File: config.mk
export PLATFORM = sky130hd
export DESIGN_NAME = tcu_print_rx
export DESIGN_NICKNAME = d
export VERILOG_FILES = /design/src/rtl/tcu_print_rx.sv
export SDC_FILE = /design/constraint.sdc
export NUM_CORES = 1
export LEC_CHECK = 0
export ABC_CLOCK_PERIOD_IN_PS = 8100
export CAP_MARGIN = 20
export CORE_MARGIN = 8
export CORE_UTILIZATION = 50
export CTS_CLUSTER_DIAMETER = 30
export DETAILED_ROUTE_END_ITERATION = 7
export HOLD_SLACK_MARGIN = 0.02
export PLACE_DENSITY = 0.85
export SYNTH_ARGS = -nofsm -noshare
export SYNTH_HDL_FRONTEND = slang
export SYNTH_SLANG_ARGS = --single-unit
export TNS_END_PERCENT = 50
File: constraint.sdc
create_clock -name clk_i -period 8.1 [get_ports clk_i]
set_input_delay 1.62 -clock clk_i [delete_from_list [all_inputs] [get_ports clk_i]]
set_output_delay 1.62 -clock clk_i [all_outputs]
set_load 0.02 [all_outputs]
File: src/rtl/tcu_print_rx.sv
// Receive side of the TCU print path: decodes NoC print packets (non-burst writes or
// burst header + payload flits) into an in-order byte stream with a valid/ready handshake.
module tcu_print_rx #(
    parameter int NOC_DATA_SIZE       = 64,
    parameter int NOC_BSEL_SIZE       = 16,
    parameter int PRINT_FLIT_CNT_SIZE = 16
) (
    input  logic                     clk_i,
    input  logic                     reset_n_i,
    input  logic                     noc_wrreq_i,
    input  logic                     noc_burst_i,
    input  logic [NOC_BSEL_SIZE-1:0] noc_bsel_i,
    input  logic [NOC_DATA_SIZE-1:0] noc_data0_i,
    input  logic [NOC_DATA_SIZE-1:0] noc_data1_i,
    output logic                     noc_stall_o,
    output logic                     byte_valid_o,
    output logic [7:0]               byte_data_o,
    input  logic                     byte_ready_i,
    output logic                     rx_active_o,
    output logic                     rx_err_o
);

    typedef enum logic {S_IDLE, S_PAYLOAD} state_t;

    state_t                         state, state_next;
    logic [PRINT_FLIT_CNT_SIZE-1:0] flit_cnt, flit_cnt_next;
    logic [3:0]                     last_idx, last_idx_next;
    logic [7:0]                     buf_q [16];
    logic [4:0]                     buf_cnt, buf_cnt_next;
    logic [3:0]                     rd_ptr;
    logic                           stall_q;
    logic                           err_q, err_next;
    logic                           accept, xfer, load_en;
    logic [4:0]                     load_cnt;
    logic [4:0]                     nb_len;
    logic                           nb_run;
    logic [2*NOC_DATA_SIZE-1:0]     payload;
    logic                           unused_bits;

    assign accept       = noc_wrreq_i && !stall_q;
    assign byte_valid_o = (buf_cnt != 5'd0);
    assign xfer         = byte_valid_o && byte_ready_i;
    assign payload      = {noc_data1_i, noc_data0_i};
    assign unused_bits  = ^{noc_bsel_i[NOC_BSEL_SIZE-1:12], noc_data0_i[NOC_DATA_SIZE-1:PRINT_FLIT_CNT_SIZE]};

    // Non-burst length: run of set bits in bsel[7:0] starting at bit 0.
    always_comb begin
        nb_len = 5'd0;
        nb_run = 1'b1;
        for (int i = 0; i < 8; i++) begin
            if (nb_run && noc_bsel_i[i]) nb_len = nb_len + 5'd1;
            else                         nb_run = 1'b0;
        end
    end

    always_comb begin
        state_next    = state;
        flit_cnt_next = flit_cnt;
        last_idx_next = last_idx;
        load_en       = 1'b0;
        load_cnt      = 5'd0;
        err_next      = 1'b0;
        if (accept) begin
            case (state)
                S_IDLE: begin
                    if (!noc_burst_i) begin
                        if (!noc_bsel_i[0]) begin
                            err_next = 1'b1;
                        end else begin
                            load_en  = 1'b1;
                            load_cnt = nb_len;
                        end
                    end else begin
                        flit_cnt_next = noc_data0_i[PRINT_FLIT_CNT_SIZE-1:0];
                        last_idx_next = noc_bsel_i[11:8];
                        if (noc_data0_i[PRINT_FLIT_CNT_SIZE-1:0] == '0) err_next   = 1'b1;
                        else                                             state_next = S_PAYLOAD;
                    end
                end
                S_PAYLOAD: begin
                    flit_cnt_next = flit_cnt - PRINT_FLIT_CNT_SIZE'(1);
                    load_en       = 1'b1;
                    // A burst/count disagreement always closes the packet so the block cannot wedge.
                    if (flit_cnt == PRINT_FLIT_CNT_SIZE'(1)) begin
                        state_next = S_IDLE;
                        if (noc_burst_i) begin
                            err_next = 1'b1;
                            load_cnt = 5'd16;
                        end else begin
                            load_cnt = {1'b0, last_idx} + 5'd1;
                        end
                    end else if (noc_burst_i) begin
                        load_cnt = 5'd16;
                    end else begin
                        err_next   = 1'b1;
                        load_cnt   = {1'b0, last_idx} + 5'd1;
                        state_next = S_IDLE;
                    end
                end
                default: state_next = S_IDLE;
            endcase
        end
    end

    always_comb begin
        buf_cnt_next = buf_cnt;
        if (load_en)   buf_cnt_next = load_cnt;
        else if (xfer) buf_cnt_next = buf_cnt - 5'd1;
    end

    always_ff @(posedge clk_i or negedge reset_n_i) begin
        if (!reset_n_i) begin
            state    <= S_IDLE;
            flit_cnt <= '0;
            last_idx <= 4'd0;
            buf_cnt  <= 5'd0;
            rd_ptr   <= 4'd0;
            stall_q  <= 1'b0;
            err_q    <= 1'b0;
            for (int i = 0; i < 16; i++) buf_q[i] <= 8'h00;
        end else begin
            state    <= state_next;
            flit_cnt <= flit_cnt_next;
            last_idx <= last_idx_next;
            buf_cnt  <= buf_cnt_next;
            stall_q  <= (buf_cnt_next != 5'd0);
            err_q    <= err_next;
            if (load_en) begin
                rd_ptr <= 4'd0;
                for (int i = 0; i < 16; i++) buf_q[i] <= payload[8*i +: 8];
            end else if (xfer) begin
                rd_ptr <= rd_ptr + 4'd1;
            end
        end
    end

    assign noc_stall_o = stall_q;
    assign byte_data_o = buf_q[rd_ptr];
    assign rx_active_o = (state == S_PAYLOAD) || byte_valid_o;
    assign rx_err_o    = err_q;

endmodule

* Word-level counts from Yosys, hierarchy flattened
Cells that the tools add are included. Widths: inputs -> output; s select.
Storage, ports and cells: flip-flop bits (word level) 160, bits of input ports 149, output and inout port bits 12, word-level logic and storage cells 100
Cells by class: add/sub/neg operators 11, $lt $le $gt $ge 1, equal/unequal tests 2, mux-type cells 44, bitwise logic cells 2, reduce and logical (&&, ||, !) cells 17
Operators by type and width (number):
- $mux 5 | 12
- $bmux 8 s4 | 1
- $pmux 16 s2 | 1
- $add 5x1->5 const B | 6
- $mux 1 | 20
- $eq 16x1->1 const B | 1
- $logic_not 16->1 | 1
- $mux 16 | 1
- $mux 8 | 2
- $sub 16x1->16 const B | 1
- $pmux 5 s2 | 1
- $reduce_bool 5->1 | 2
- $logic_and 1x1->1 | 9
- $mux 4 | 2
- $pmux 1 s2 | 3
- $add 4x1->5 const B | 1
- $ge 5x5->1 const B | 1
- $not 4->5 | 1
- $sub 5x1->5 const B | 1
- $add 4x1->4 const B | 1
- $reduce_and 3->1 | 1
- $add 1x1->2 const B | 1
- $mux 2 | 1
- $ne 2x2->1 const B | 1
- 5 further kinds | 5

* Depth between registers and ports, before layout
depth after elaboration 21, mapped depth 17, mapped depth without buffers 17

* Worst setup path before layout
OpenSTA, ideal clock, no wires.
kind input -> register, start point input port noc_bsel_i[2], end point register stall_q (netlist: noc_stall_o), setup time 138 ps, data arrival time 4446 ps, data required time 7962 ps, path slack 3515 ps, stages on the path 17, buffers on the path 0, cells stage by stage inv_1 a21boi_0 ha_1 mux2i_1 a31oi_1 ha_1 inv_1 mux2i_1 o31ai_1 nor2_1 ha_1 inv_1 or3_1 and2_1 mux2i_1 a211oi_1 or4_1
Between the ends: longest elaborated chain between the ends 18, elaborated cells on any way between the ends 28, those cells by class add/sub: 5; mux: 16; reduce/logical: 7
RTL lines:
- start: declaration | RTL line 12 | input logic [NOC_BSEL_SIZE-1:0] noc_bsel_i,
- $logic_and 1x1->1 * | RTL line 51 | if (nb_run && noc_bsel_i[i]) nb_len = nb_len + 5'd1;
- $mux 5 / $mux 1 (equally long branches) | RTL line 51
- $add 5x1->5 / $logic_and 1x1->1 (equally long branches) | RTL line 51
- $mux 5 / $mux 1 (equally long branches) | RTL line 51
- $add 5x1->5 / $logic_and 1x1->1 (equally long branches) | RTL line 51
- $mux 5 / $mux 1 (equally long branches) | RTL line 51
- $add 5x1->5 / $logic_and 1x1->1 (equally long branches) | RTL line 51
- $mux 5 / $mux 1 (equally long branches) | RTL line 51
- (+3 left out)
- $mux 5 * | RTL line 51
- $mux 5 * | RTL line 67 | if (!noc_bsel_i[0]) begin
- $mux 5 * | RTL line 66 | if (!noc_burst_i) begin
- $pmux 5 s2 * | RTL line 64 | case (state)
- $mux 5 * | RTL line 63 | if (accept) begin
- $mux 5 * | RTL line 107 | if (load_en) buf_cnt_next = load_cnt;
- net buf_cnt_next[2] | RTL line 29 | logic [4:0] buf_cnt, buf_cnt_next;
- $reduce_bool 5->1 * | RTL line 126 | stall_q <= (buf_cnt_next != 5'd0);
- end signal: assignment | RTL line 126
- end: declaration | RTL line 31 | logic stall_q;
Mark *: on every way through the listed nets, which the timed path passes. The rest lies on a longest branch. A chain may end at the register's enable or synchronous reset.

* Worst setup path after layout
Ends and elaborated chain as after synthesis.

==> qor.txt <==
core utilization of the finished layout -> 65.87%
slowest stage delay, CP -> 0.55 ns
final estimated routing congestion in global placement -> 0.8772
post-route clock period utilization -> 62.69%
Filler Cells Inserted -> 1223
buffers inserted during post-CTS setup optimization -> 0
Data required, critical path -> 8.40 ns
most common library cell in the layout ignoring fill and taps -> nand2_1
buffer cell driving the clock tree root -> clkbuf_16
post-cts resize count -> 0
Finish-stage setup viols -> 0
worst-path fanout max -> 6
sequential share of power -> 36.9%
final design instance area without fill -> 10430 um^2
half-perimeter wire length of the detailed placement result -> 14.89 mm
type of the tightest min-delay check -> reg2reg
final-report max-slew violation count -> 0
count of hold-fix buffers inserted at cts -> 0
prevailing post-synth register cell -> dfrtp_1
Distinct cells, synth -> 48
Pwr per Cell Area -> 378.7 nW/um^2
status -> completed
Hold EP -> buf_q[105]
commonest non-fill, non-tap cells in the layout -> 407 x nand2_1, 159 x dfrtp_1, 155 x clkdlybuf4s50_1, 40 x mux4_2, 23 x nor2_1
setup TNS -> 0 ns
Avg Cell Area, Syn -> 9.195 um^2
number of hold violations in the final report -> 0
part of the total power dissipated in combinational logic -> 41.4%
top cell family by delay on the critical path -> simple AND/OR/NAND/NOR gates
IR Drop Worst-Case VDD -> 0.2013 mV
Critical Path, Cell by Cell -> clkdlybuf4s50_1 -> inv_1 -> a21boi_0 -> ha_1 -> mux2i_1 -> a31oi_1 -> ha_1 -> inv_1 -> mux2i_1 -> o31ai_1 -> nor2_1 -> ha_1 -> inv_1 -> or3_1 -> and2_1 -> mux2i_1 -> a211oi_1 -> or4_1
startpoint of the tightest hold check path -> buf_q[105]
Via-to-Cell Ratio -> 5.494
arithmetic-cell share of the synthesized area counting full adders, half adders and majority gates -> 1.707%
FF+latch area -> 4005 um^2
chip width -> 143.0 um
switching fraction of total power -> 35.94%
multiplexer share of the synthesized area -> 12.86%
Floorplan Core Area -> 15830 um^2
number of antenna repair diodes -> 0
Mapped Cells -> 877
Residual DRC -> 0
drt initial violations -> 557
area taken by multi-input logic gates -> 3824 um^2
setup slack of the critical path after layout -> 3.022 ns
portion of synthesized cell area occupied by the leading cell type -> 49.65%
fraction of registers with async set or reset after synthesis -> 100.0%
quantity of I/O buffers inserted on ports -> 156
maximum clock rate -> 196.9 MHz
Area growth, synth to finish -> 29.28%
cell depth of the worst flop-to-flop path -> 6
number of flip-flops and latches in the synthesized netlist -> 160
largest family of logic cells by synthesized area -> simple AND/OR/NAND/NOR gates
fin nets -> 1167
Synth Area in Compound Gates -> 6.982%
Critical Path Start Type -> input pin
Placement Rows -> 46
Synth Cell Area -> 8064 um^2
clock sink total -> 160
Initial Utilization -> 50.95%
critical path buffer and inverter count -> 4
maximum number of pins on one net before global-route repair -> 105
clock tree buffer depth -> 2
Internal Pwr Total -> 2.529 mW
overall die area -> 20450 um^2
clock latency on the worst-skew pair -> 0.43 ns
worst setup slack after placement -> 2.578 ns
setup repair after global routing missed its margin -> false
number of primary I/O pins -> 161
share of cells above drive strength 1 -> 9.037%
number of detailed-route iterations in the first pass -> 5
antenna violations before repair -> 2
clock tree from TritonCTS -> built
placed cell areas -> 9771 um^2
overflow left after global routing -> 0
relative contribution of the clock network to total power -> 21.7%
Hold Crit Depth -> 2
wire length of the first global-routing pass -> 35.32 mm
maximum level of the CTS H-tree -> 4
routed wire length -> 21.99 mm
reg-to-reg slack, setup -> 5.06 ns
relative slew slack -> 32.34%
max-cap violation count -> 0
syn nets -> 1037
Reg clk slew, reported paths -> 0.06 ns
XOR/XNOR Fraction of Synth Area -> 0.9775%
worst flop-to-flop path startpoint -> noc_stall_o
critical path start-end classification -> in2reg
basic-gate share of the synthesized area counting and, or, nand and nor cells -> 24.65%
vias in the first global route -> 6996
cell with the largest stage delay on the worst path -> clkdlybuf4s50_1
vias post-DR -> 6779
number of flops mapped to enable cells by yosys -> 0
worst reg2reg path endpoint -> noc_stall_o
Setup crit end kind -> flop
die height -> 143.0 um
cell taking the most area after synthesis -> dfrtp_1
post-route worst hold slack -> 0.4703 ns
GRT Resource Usage Total -> 22.22%
minimum clock period -> 5.078 ns
proportion of synthesized chip area in sequential cells -> 49.65%
most area-consuming cells after synthesis -> dfrtp_1 50%, nand2_1 19%, mux4_2 11%, clkbuf_1 2.0%, ha_1 1.7%
static leakage power -> 4.878 nW
per-cell routed wire length -> 17.82 um
final antenna-violating net count -> 0
measured slew at the worst slew-check pin -> 1.015 ns
CTS buffer count -> 17
data arrival time of the critical path -> 5.38 ns
warning count from the yosys run -> 0
total chip power -> 3.948 mW
final cell count without fillers -> 1234
total placed cells including tap cells -> 1203
switching power summed over all nets -> 1.419 mW
skew final -> 0.008432 ns
-- cells by family after synthesis --
group                      count (synthesis)
and+or+nand+nor                          489
DFF                                      160
AOI/OAI and AO/OA                         88
buffers and inverters                     67
muxes                                     53
adders and majority gates                 11
xor gates and xnor gates                   9
-- layout make-up --
cell class / instances / area share [%]
Timing Repair Buffer: 165 / 15.83
Multi-Input combinational cell: 650 / 36.68
Sequential cell: 160 / 38.42
Inverter: 13 / 0.4681
Tap cell: 216 / 2.592
Clock buffer: 20 / 4.477
Clock inverter: 10 / 1.536
-- synthesized netlist by cell type, drive strengths merged, types with 3 or more instances --
library cell    n
inv            13
nand3          12
and2            6
nor3            8
o21ai          19
mux4           40
xor2            5
a21boi          3
nor2           23
a31oi           4
ha             11
or4             3
mux2i           8
a21oi          19
dfrtp         160
nor4            6
nor3b           4
nand2         407
buf            11
nor2b           6
o31ai           3
o22a           12
o22ai          16
mux2            5
a211oi          3
xnor2           4
nand4           3
clkbuf         43
-- power groups by stage --
stage / clock network, mW / registers, mW / logic [mW]
2_1_floorplan: 0 / 1.36 / 1.18
3_3_place_gp: 0 / 1.43 / 1.58
3_5_place_dp: 0 / 1.46 / 1.63
4_1_cts: 0.867 / 1.45 / 1.66
5_1_grt: 0.901 / 1.51 / 1.80
6_report: 0.858 / 1.46 / 1.64
-- layer usage --
| layer | track usage [%] | part of all wire [%] | vias up |
|---|---|---|---|
| li1 | - | - | 3195 |
| met1 | 27.23 | 41 | 3278 |
| met2 | 36.03 | 49 | 257 |
| met3 | 6.978 | 8.0 | 45 |
| met4 | 8.501 | 2.5 | 4 |
| met5 | 0 | 0.082 | - |
-- tightest hold or removal path: stages (launching register included) --
cell and delay [ns]:
dfrtp_1 0.34, nand2_1 0.05, nand2_1 0.05
-- flip-flops by register name, indices dropped and copies added (netlist names) --
signal and flops:
noc_stall_o 1, last_idx 4, state 1, rx_err_o 1, flit_cnt 16, buf_q 128
rd_ptr 4, buf_cnt 5
-- worst max path at each step --
stage / cells after the start / slack (ns) / end / from
after floorplan: 17 / 3.52 / noc_stall_o / noc_bsel_i[2]
after global placement: 18 / 2.73 / noc_stall_o / noc_bsel_i[2]
after detailed placement: 18 / 2.58 / noc_stall_o / noc_bsel_i[2]
after CTS: 18 / 3.04 / noc_stall_o / noc_bsel_i[2]
after global routing: 18 / 2.71 / noc_stall_o / noc_bsel_i[2]
final: 18 / 3.02 / noc_stall_o / noc_bsel_i[2]
No activity file was read; power rests on OpenSTA's default activity.
